==> src/rtl/dpram_master.sv <==
// Load/store initiator for one port of the 32-bit dual-port RAM: byte/half/word at any
// byte address, misaligned accesses split over two RAM cycles, load data extended.
module dpram_master #(
  parameter int RAM_DEPTH = 2048,
  // Bit width needed to hold RAM_DEPTH-1
  parameter int AW        = $clog2(RAM_DEPTH)
) (
  input  logic          clk,
  input  logic          rst_n,
  input  logic          req_valid,
  output logic          req_ready,
  input  logic          req_we,
  input  logic [31:0]   req_addr,
  input  logic [1:0]    req_size,
  input  logic          req_unsigned,
  input  logic [31:0]   req_wdata,
  output logic          rsp_valid,
  input  logic          rsp_ready,
  output logic [31:0]   rsp_rdata,
  output logic          rsp_err,
  output logic          ram_en,
  output logic          ram_we,
  output logic [3:0]    ram_wem,
  output logic [AW-1:0] ram_addr,
  output logic [31:0]   ram_din,
  input  logic [31:0]   ram_dout
);

  localparam int AW1 = AW + 1;
  localparam logic [AW:0] DEPTH_L = AW1'(RAM_DEPTH);

  typedef enum logic [2:0] {IDLE, ACC0, ACC1, WAITR, RESP} state_t;

  state_t state_reg, state_next;

  logic          we_reg;
  logic          uns_reg;
  logic [1:0]    size_reg;
  logic [1:0]    off_reg;
  logic [AW-1:0] idx_reg;
  logic          split_reg;
  logic [7:0]    mask_reg;
  logic [63:0]   wd64_reg;
  logic [31:0]   lo_reg;
  logic [31:0]   rsp_rdata_reg;
  logic          rsp_err_reg;

  // Request decode, only meaningful while IDLE
  logic [1:0]    req_off;
  logic [AW-1:0] req_idx;
  logic [7:0]    base_mask;
  logic [7:0]    req_mask;
  logic          req_split;
  logic [AW:0]   req_idx_inc;
  logic          req_err;
  logic [63:0]   req_wd64;

  assign req_off     = req_addr[1:0];
  assign req_idx     = req_addr[AW+1:2];
  assign base_mask   = (req_size == 2'd0) ? 8'h01 : (req_size == 2'd1) ? 8'h03 : 8'h0F;
  assign req_mask    = base_mask << req_off;
  assign req_split   = |req_mask[7:4];
  assign req_idx_inc = {1'b0, req_idx} + AW1'(1);
  assign req_wd64    = {32'b0, req_wdata} << {req_off, 3'b000};
  assign req_err     = (req_size == 2'd3)
                    || (|req_addr[31:AW+2])
                    || ({1'b0, req_idx} >= DEPTH_L)
                    || (req_split && (req_idx_inc >= DEPTH_L));

  // Load alignment: split loads pair the held low word with the word now on ram_dout
  logic [63:0] rd_word64;
  logic [5:0]  rd_base;
  logic [31:0] rd_aligned;
  logic [31:0] rd_ext;

  assign rd_word64 = split_reg ? {ram_dout, lo_reg} : {32'b0, ram_dout};
  assign rd_base   = {off_reg, 3'b000};

  genvar gi;
  generate
    for (gi = 0; gi < 4; gi++) begin : g_rd_lane
      assign rd_aligned[8*gi +: 8] = rd_word64[rd_base + 6'(8*gi) +: 8];
    end
  endgenerate

  always_comb begin
    rd_ext = rd_aligned;
    case (size_reg)
      2'd0:    rd_ext = uns_reg ? {24'b0, rd_aligned[7:0]}
                                : {{24{rd_aligned[7]}}, rd_aligned[7:0]};
      2'd1:    rd_ext = uns_reg ? {16'b0, rd_aligned[15:0]}
                                : {{16{rd_aligned[15]}}, rd_aligned[15:0]};
      default: rd_ext = rd_aligned;
    endcase
  end

  always_ff @(posedge clk or negedge rst_n) begin
    if (!rst_n) state_reg <= IDLE;
    else        state_reg <= state_next;
  end

  always_comb begin
    state_next = state_reg;
    req_ready  = 1'b0;
    rsp_valid  = 1'b0;
    ram_en     = 1'b0;
    ram_we     = 1'b0;
    ram_wem    = 4'b0;
    ram_addr   = '0;
    ram_din    = 32'b0;
    case (state_reg)
      IDLE: begin
        req_ready = 1'b1;
        if (req_valid) state_next = req_err ? RESP : ACC0;
      end
      ACC0: begin
        ram_en   = 1'b1;
        ram_we   = we_reg;
        ram_addr = idx_reg;
        if (we_reg) begin
          ram_wem = mask_reg[3:0];
          ram_din = wd64_reg[31:0];
        end
        if (split_reg)   state_next = ACC1;
        else if (we_reg) state_next = RESP;
        else             state_next = WAITR;
      end
      ACC1: begin
        ram_en   = 1'b1;
        ram_we   = we_reg;
        ram_addr = idx_reg + AW'(1);
        if (we_reg) begin
          ram_wem = mask_reg[7:4];
          ram_din = wd64_reg[63:32];
        end
        state_next = we_reg ? RESP : WAITR;
      end
      WAITR: state_next = RESP;
      RESP: begin
        rsp_valid = 1'b1;
        if (rsp_ready) state_next = IDLE;
      end
      default: state_next = IDLE;
    endcase
  end

  always_ff @(posedge clk or negedge rst_n) begin
    if (!rst_n) begin
      we_reg        <= 1'b0;
      uns_reg       <= 1'b0;
      size_reg      <= 2'b0;
      off_reg       <= 2'b0;
      idx_reg       <= '0;
      split_reg     <= 1'b0;
      mask_reg      <= 8'b0;
      wd64_reg      <= 64'b0;
      lo_reg        <= 32'b0;
      rsp_rdata_reg <= 32'b0;
      rsp_err_reg   <= 1'b0;
    end else begin
      case (state_reg)
        IDLE: begin
          if (req_valid) begin
            we_reg        <= req_we;
            uns_reg       <= req_unsigned;
            size_reg      <= req_size;
            off_reg       <= req_off;
            idx_reg       <= req_idx;
            split_reg     <= req_split;
            mask_reg      <= req_mask;
            wd64_reg      <= req_wd64;
            rsp_err_reg   <= req_err;
            rsp_rdata_reg <= 32'b0;
          end
        end
        ACC1: begin
          if (!we_reg) lo_reg <= ram_dout;
        end
        WAITR: rsp_rdata_reg <= rd_ext;
        RESP: begin
          if (rsp_ready) begin
            rsp_err_reg   <= 1'b0;
            rsp_rdata_reg <= 32'b0;
          end
        end
        default: ;
      endcase
    end
  end

  assign rsp_rdata = rsp_rdata_reg;
  assign rsp_err   = rsp_err_reg;

endmodule

==> config.mk <==
export PLATFORM = sky130hd
export DESIGN_NAME = dpram_master
export DESIGN_NICKNAME = d
export VERILOG_FILES = /design/src/rtl/dpram_master.sv
export SDC_FILE = /design/constraint.sdc
export NUM_CORES = 1
export LEC_CHECK = 0
export CAP_MARGIN = 15
export CORE_ASPECT_RATIO = 0.8
export CORE_UTILIZATION = 51
export DETAILED_ROUTE_END_ITERATION = 16
export GPL_TIMING_DRIVEN = 0
export PLACE_DENSITY = 0.81
export SYNTH_ARGS = -nofsm -noshare
export SYNTH_HDL_FRONTEND = slang
export SYNTH_SLANG_ARGS = --single-unit
export TNS_END_PERCENT = 100
==> constraint.sdc <==
create_clock -name clk -period 2.06 [get_ports clk]
set_input_delay 0.309 -clock clk [delete_from_list [all_inputs] [get_ports clk]]
set_output_delay 0.309 -clock clk [all_outputs]
set_load 0.005 [all_outputs]
* Yosys cells after proc, flatten, opt, wreduce, memory -nomap -nowiden
Index checks and enable logic that the tools add are counted.
** Word-level totals
- Logic and storage cells :: 79
- Output and inout bits :: 84
- Register bits :: 158
- Input port bits :: 104
** Cells by class
- Reduce and logical (&&, ||, !) cells :: 16
- Eq/ne operators :: 9
- Magnitude comparators :: 1
- Add/subtract/negate cells :: 5
- Shift-type cells :: 6
- Bitwise gates (word level) :: 1
- Multiplexer cells :: 29
** Operators by type and width (number)
- $mux 32 :: 6
- $shiftx 64x7->8 :: 3
- $pmux 32 s2 :: 2
- $pmux 32 s3 :: 1
- $mux 64 :: 1
- $shiftx 64x6->8 :: 1
- $shl 32x5->64 :: 1
- $pmux 11 s2 :: 1
- $reduce_or 19->1 :: 1
- $mux 4 :: 4
- $mux 3 :: 5
- $pmux 3 s5 :: 1
- $add 11x1->12 const B :: 1
- $add 5x5->6 const B :: 2
- $ge 12x12->1 const B :: 1
- $add 11x1->11 const B :: 1
- $pmux 4 s2 :: 1
- $shl 4x2->8 :: 1
- $add 5x4->6 const B :: 1
- $eq 3x2->1 const B :: 2
- $mux 1 :: 6
- $reduce_and 2->1 :: 3
- $reduce_and 3->1 :: 2
- $eq 2x1->1 const B :: 2
- 14 further kinds :: 17

* Longest topological paths before layout
- Word-level depth :: 10
- Gate-level depth with buffers :: 8
- Gate-level depth less buffers :: 6

* Worst setup path after synthesis
Ideal clock, no wire load.
- Path type :: register to output
- From :: register state_reg[1]
- To :: output ram_din[0]
- Setup slack :: 0.184 ns
- Arrival :: 1.567 ns
- Cell stages (with the launch flop) :: 7
- Path buffers :: 3
- Cell sequence :: dfrtp_1 > buf_2 > nor3b_1 > and2_1 > buf_4 > buf_2 > a22o_1
** Between the ends
- Cells in the longest elaborated chain, start to end :: 2
** RTL lines
- from (decl) :: RTL line 34 : state_t state_reg, state_next;
- from (signal assigned) :: RTL line 99 : else state_reg <= state_next;
- $eq 3x2->1 / $eq 3x1->1 (equally long branches) :: RTL line 111 : case (state_reg)
- $pmux 32 s2 * :: RTL line 111
- to (decl) :: RTL line 25 : output logic [31:0] ram_din,
Mark *: on every way between the ends. The rest lies on a longest branch, timed or not.

* Final worst setup path
- From :: register idx_reg[0]
- To :: output ram_addr[6]
** Between the ends
- Cells in the longest elaborated chain, start to end :: 2
** RTL lines
- from (decl) :: RTL line 40 : logic [AW-1:0] idx_reg;
- from (signal assigned) :: RTL line 168 : idx_reg <= req_idx;
- $add 11x1->11 :: RTL line 131 : ram_addr = idx_reg + AW'(1);
- $pmux 11 s2 :: RTL line 111
- to (decl) :: RTL line 24 : output logic [AW-1:0] ram_addr,
Every way passes these cells.

==> run metrics <==
Die Area 17,100 µm²; I/O pin total 188; Slowest-stage cell, CP dfrtp_1; Tcrit/Tclk final 115%; Finished Layout Cells 1,354; synthesis-to-layout area growth 40.7%; vias in the first global route 8,209; GRT Total Usage 37.0%; f_max 0.422 GHz; initial antenna violation count 2; outcome complete, but fails checks; Worst VDD drop 747 µV; FP Rows 41; Final setup viols 46; crit path from idx_reg[0]; CP cell instances ha_2 > and3_4 > and3_4 > nor2_1 > o21ai_1 > o21ai_1 > buf_2; Most used DFF post-synth dfrtp_1; GR Overflow Total 0; Hold WC Path Type in2reg; sequential fraction of the synthesis area 44.0%; max reg flops 56; startpoint of the worst hold path req_size[1]; post-route cell area 11,900 µm²; Die H 117 µm; Leakage 5.44 nW; DIE WIDTH 146 µm; DP Wirelength 21.0 mm; Clock Skews 0.00768 ns; FF+latch count, synth 149; Final WS setup -0.309 ns; Largest delay share family, worst path simple AND/OR/NAND/NOR gates; Worst Path Max Fanout 6; gpl congestion 0.980; Hold Crit Depth 3; vias after detailed routing 8,547; Worst Path Buf+Inv 1; Slew headroom 45.9%; Clock Power Share 28.9%; Post-Synthesis Mean Instance Area 9.62 µm²; root buf cell clkbuf_16; drt via density 6.31; hold endpoint size_reg[1]; critical path class reg2out; total number of yosys warnings 0; CTS tree yes; worst slew pin tran 0.808 ns; core area 16,000 µm²; Pre-antenna DRT Iters 7; drt total wl 32.2 mm; Tmin final 2.37 ns; final setup TNS -4.65 ns; fin nets 1,230; worst path arrival time 2.06 ns; RSZ-0062 raised after global routing true; Placed Area 10,600 µm²; Worst Setup End Kind output pin; Register-to-Register Path Depth 7; asr flop ratio synth 100%; mapped cell area 8470 µm²; type of origin of the critical path register; Sw Ratio 35.4%; Remaining DRCs 0; antenna viol nets, final 0; clk_lat worst skew 0.43 ns; Netlist cell types 55; layout cells sized above 1 28.4%; WL/cell 23.8 µm; internal reg-to-reg setup slack 0 ns; max incr delay on CP 0.42 ns; pin count of the biggest net entering global routing 77; first-pass GRT wire length 47.1 mm; total CTS buffers 17; final core occ 74.5%; r2r startpoint state_reg[1]; port buffer count 186; Mapped Cells 880; Pint 6.92 mW; Comb power frac 32.7%; Req. time, crit path 1.75 ns; Post-synth EDFFs 0; Iteration-0 DRC Markers 977; Reg clk slew, reported paths 0.06 ns; sw power 3.79 mW; Flop pwr share 38.4%; RR Endpoint wd64_reg[36]; Synth Net Count 985; Starting Density 52.9%; final hold vios 0; Power Dens Cells 899 nW/µm²; Sink Count 149; H-tree depth 4; Slew Limit Fails 0; DP Cell Count 1,282; CTS max path bufs 2; max_cap viols 0; failing checks negative setup slack
worst max-delay path by stage:
stage,endpoint,cells after the start
2_1_floorplan,ram_din[0],6
3_3_place_gp,rsp_rdata[4],1
3_5_place_dp,ram_din[13],7
4_1_cts,ram_addr[8],7
5_1_grt,ram_addr[8],7
6_report,ram_addr[6],7
what timing repair did:
| action | in CTS | in global routing |
|---|---|---|
| gates resized for setup | 320 | 66 |
| hold endpoints to repair | 75 | 0 |
| pin swaps | 37 | 21 |
| setup endpoints to repair | 144 | 93 |
| hold buffers | 1 | 0 |
| buffers inserted | 26 | 20 |
| gates cloned | 5 | 1 |
cells in the final DEF (no fill, tap or decap), drive strengths merged, types with 14 or more instances in the layout:
master	synthesis	layout
mux2	64	64
a22o	29	29
o21ai	37	37
a22oi	22	22
clkbuf	32	45
dfrtp	149	149
nand2	174	174
mux4	16	16
nand3	29	29
mux2i	36	36
clkdlybuf4s50	0	134
buf	42	139
and3	16	16
nor2	74	74
a21oi	30	30
a31oi	14	14
tightest hold or removal path, cell delays in order:
cell and delay (ns):
buf_4 0.14, nand2_1 0.07, nand2_1 0.05
power groups by stage:
stage / registers (mW) / logic (mW) / clock network [mW]
after floorplan: 3.91 / 2.13 / 0
after global placement: 4.03 / 3.02 / 0
after detailed placement: 4.05 / 3.10 / 0
after CTS: 4.03 / 3.21 / 3.09
after global routing: 4.17 / 3.69 / 3.22
final: 4.11 / 3.51 / 3.10
cell type report:
cell class	instances	area, µm²
clock inverters	12	120
well taps	215	269
clock buffers	20	457
flip-flops and latches	149	3740
repair buffers	233	2170
multi-input cells	650	4600
plain buffers	67	531
inverters	7	26.3
fillers	1115	4090
diodes	1	2.50
metrics by stage:
stage          hold slack (ns)  total power [mW]  setup WS [ns]
6_report                 0.168              10.7         -0.309
5_1_grt                  0.188              11.1         -0.338
4_1_cts                  0.157              10.3         -0.188
3_5_place_dp             0.390              7.15         -0.734
3_3_place_gp             0.442              7.05          -5.50
2_1_floorplan           0.0134              6.04          0.184
cell families after synthesis:
family	share of synthesized area [%]
buffers and inverters	4.89
and+or+nand+nor	16.7
AOI/OAI and AO/OA	17.1
adders and majority gates	0.148
muxes	17.1
DFF	44.0
routing by layer:
layer / share of wire (%) / track usage [%] / wire [µm] / vias to the layer above
li1: - / - / - / 3683
met4: 2.2 / 11.4 / 709 / 6
met5: 0.21 / 0 / 68 / -
met3: 13 / 13.4 / 4040 / 78
met2: 44 / 55.4 / 14100 / 615
met1: 41 / 50.5 / 13300 / 4165
cell usage after synthesis, types with 9 or more instances:
cell type,number,share of area (%)
a211oi_1,11,0.98
a21oi_1,30,1.8
a22o_1,29,3.0
a22oi_1,21,1.9
a31oi_1,13,0.96
and3_1,16,1.2
buf_2,21,1.2
clkbuf_1,31,1.4
dfrtp_1,149,44
mux2_2,63,8.4
mux2i_1,36,4.3
mux4_2,16,4.3
nand2_1,174,7.7
nand3_1,29,1.7
nor2_1,72,3.2
nor2b_1,9,0.66
o21ai_0,37,2.2
o31ai_1,12,1.1
(Power assumes the default switching activity.)
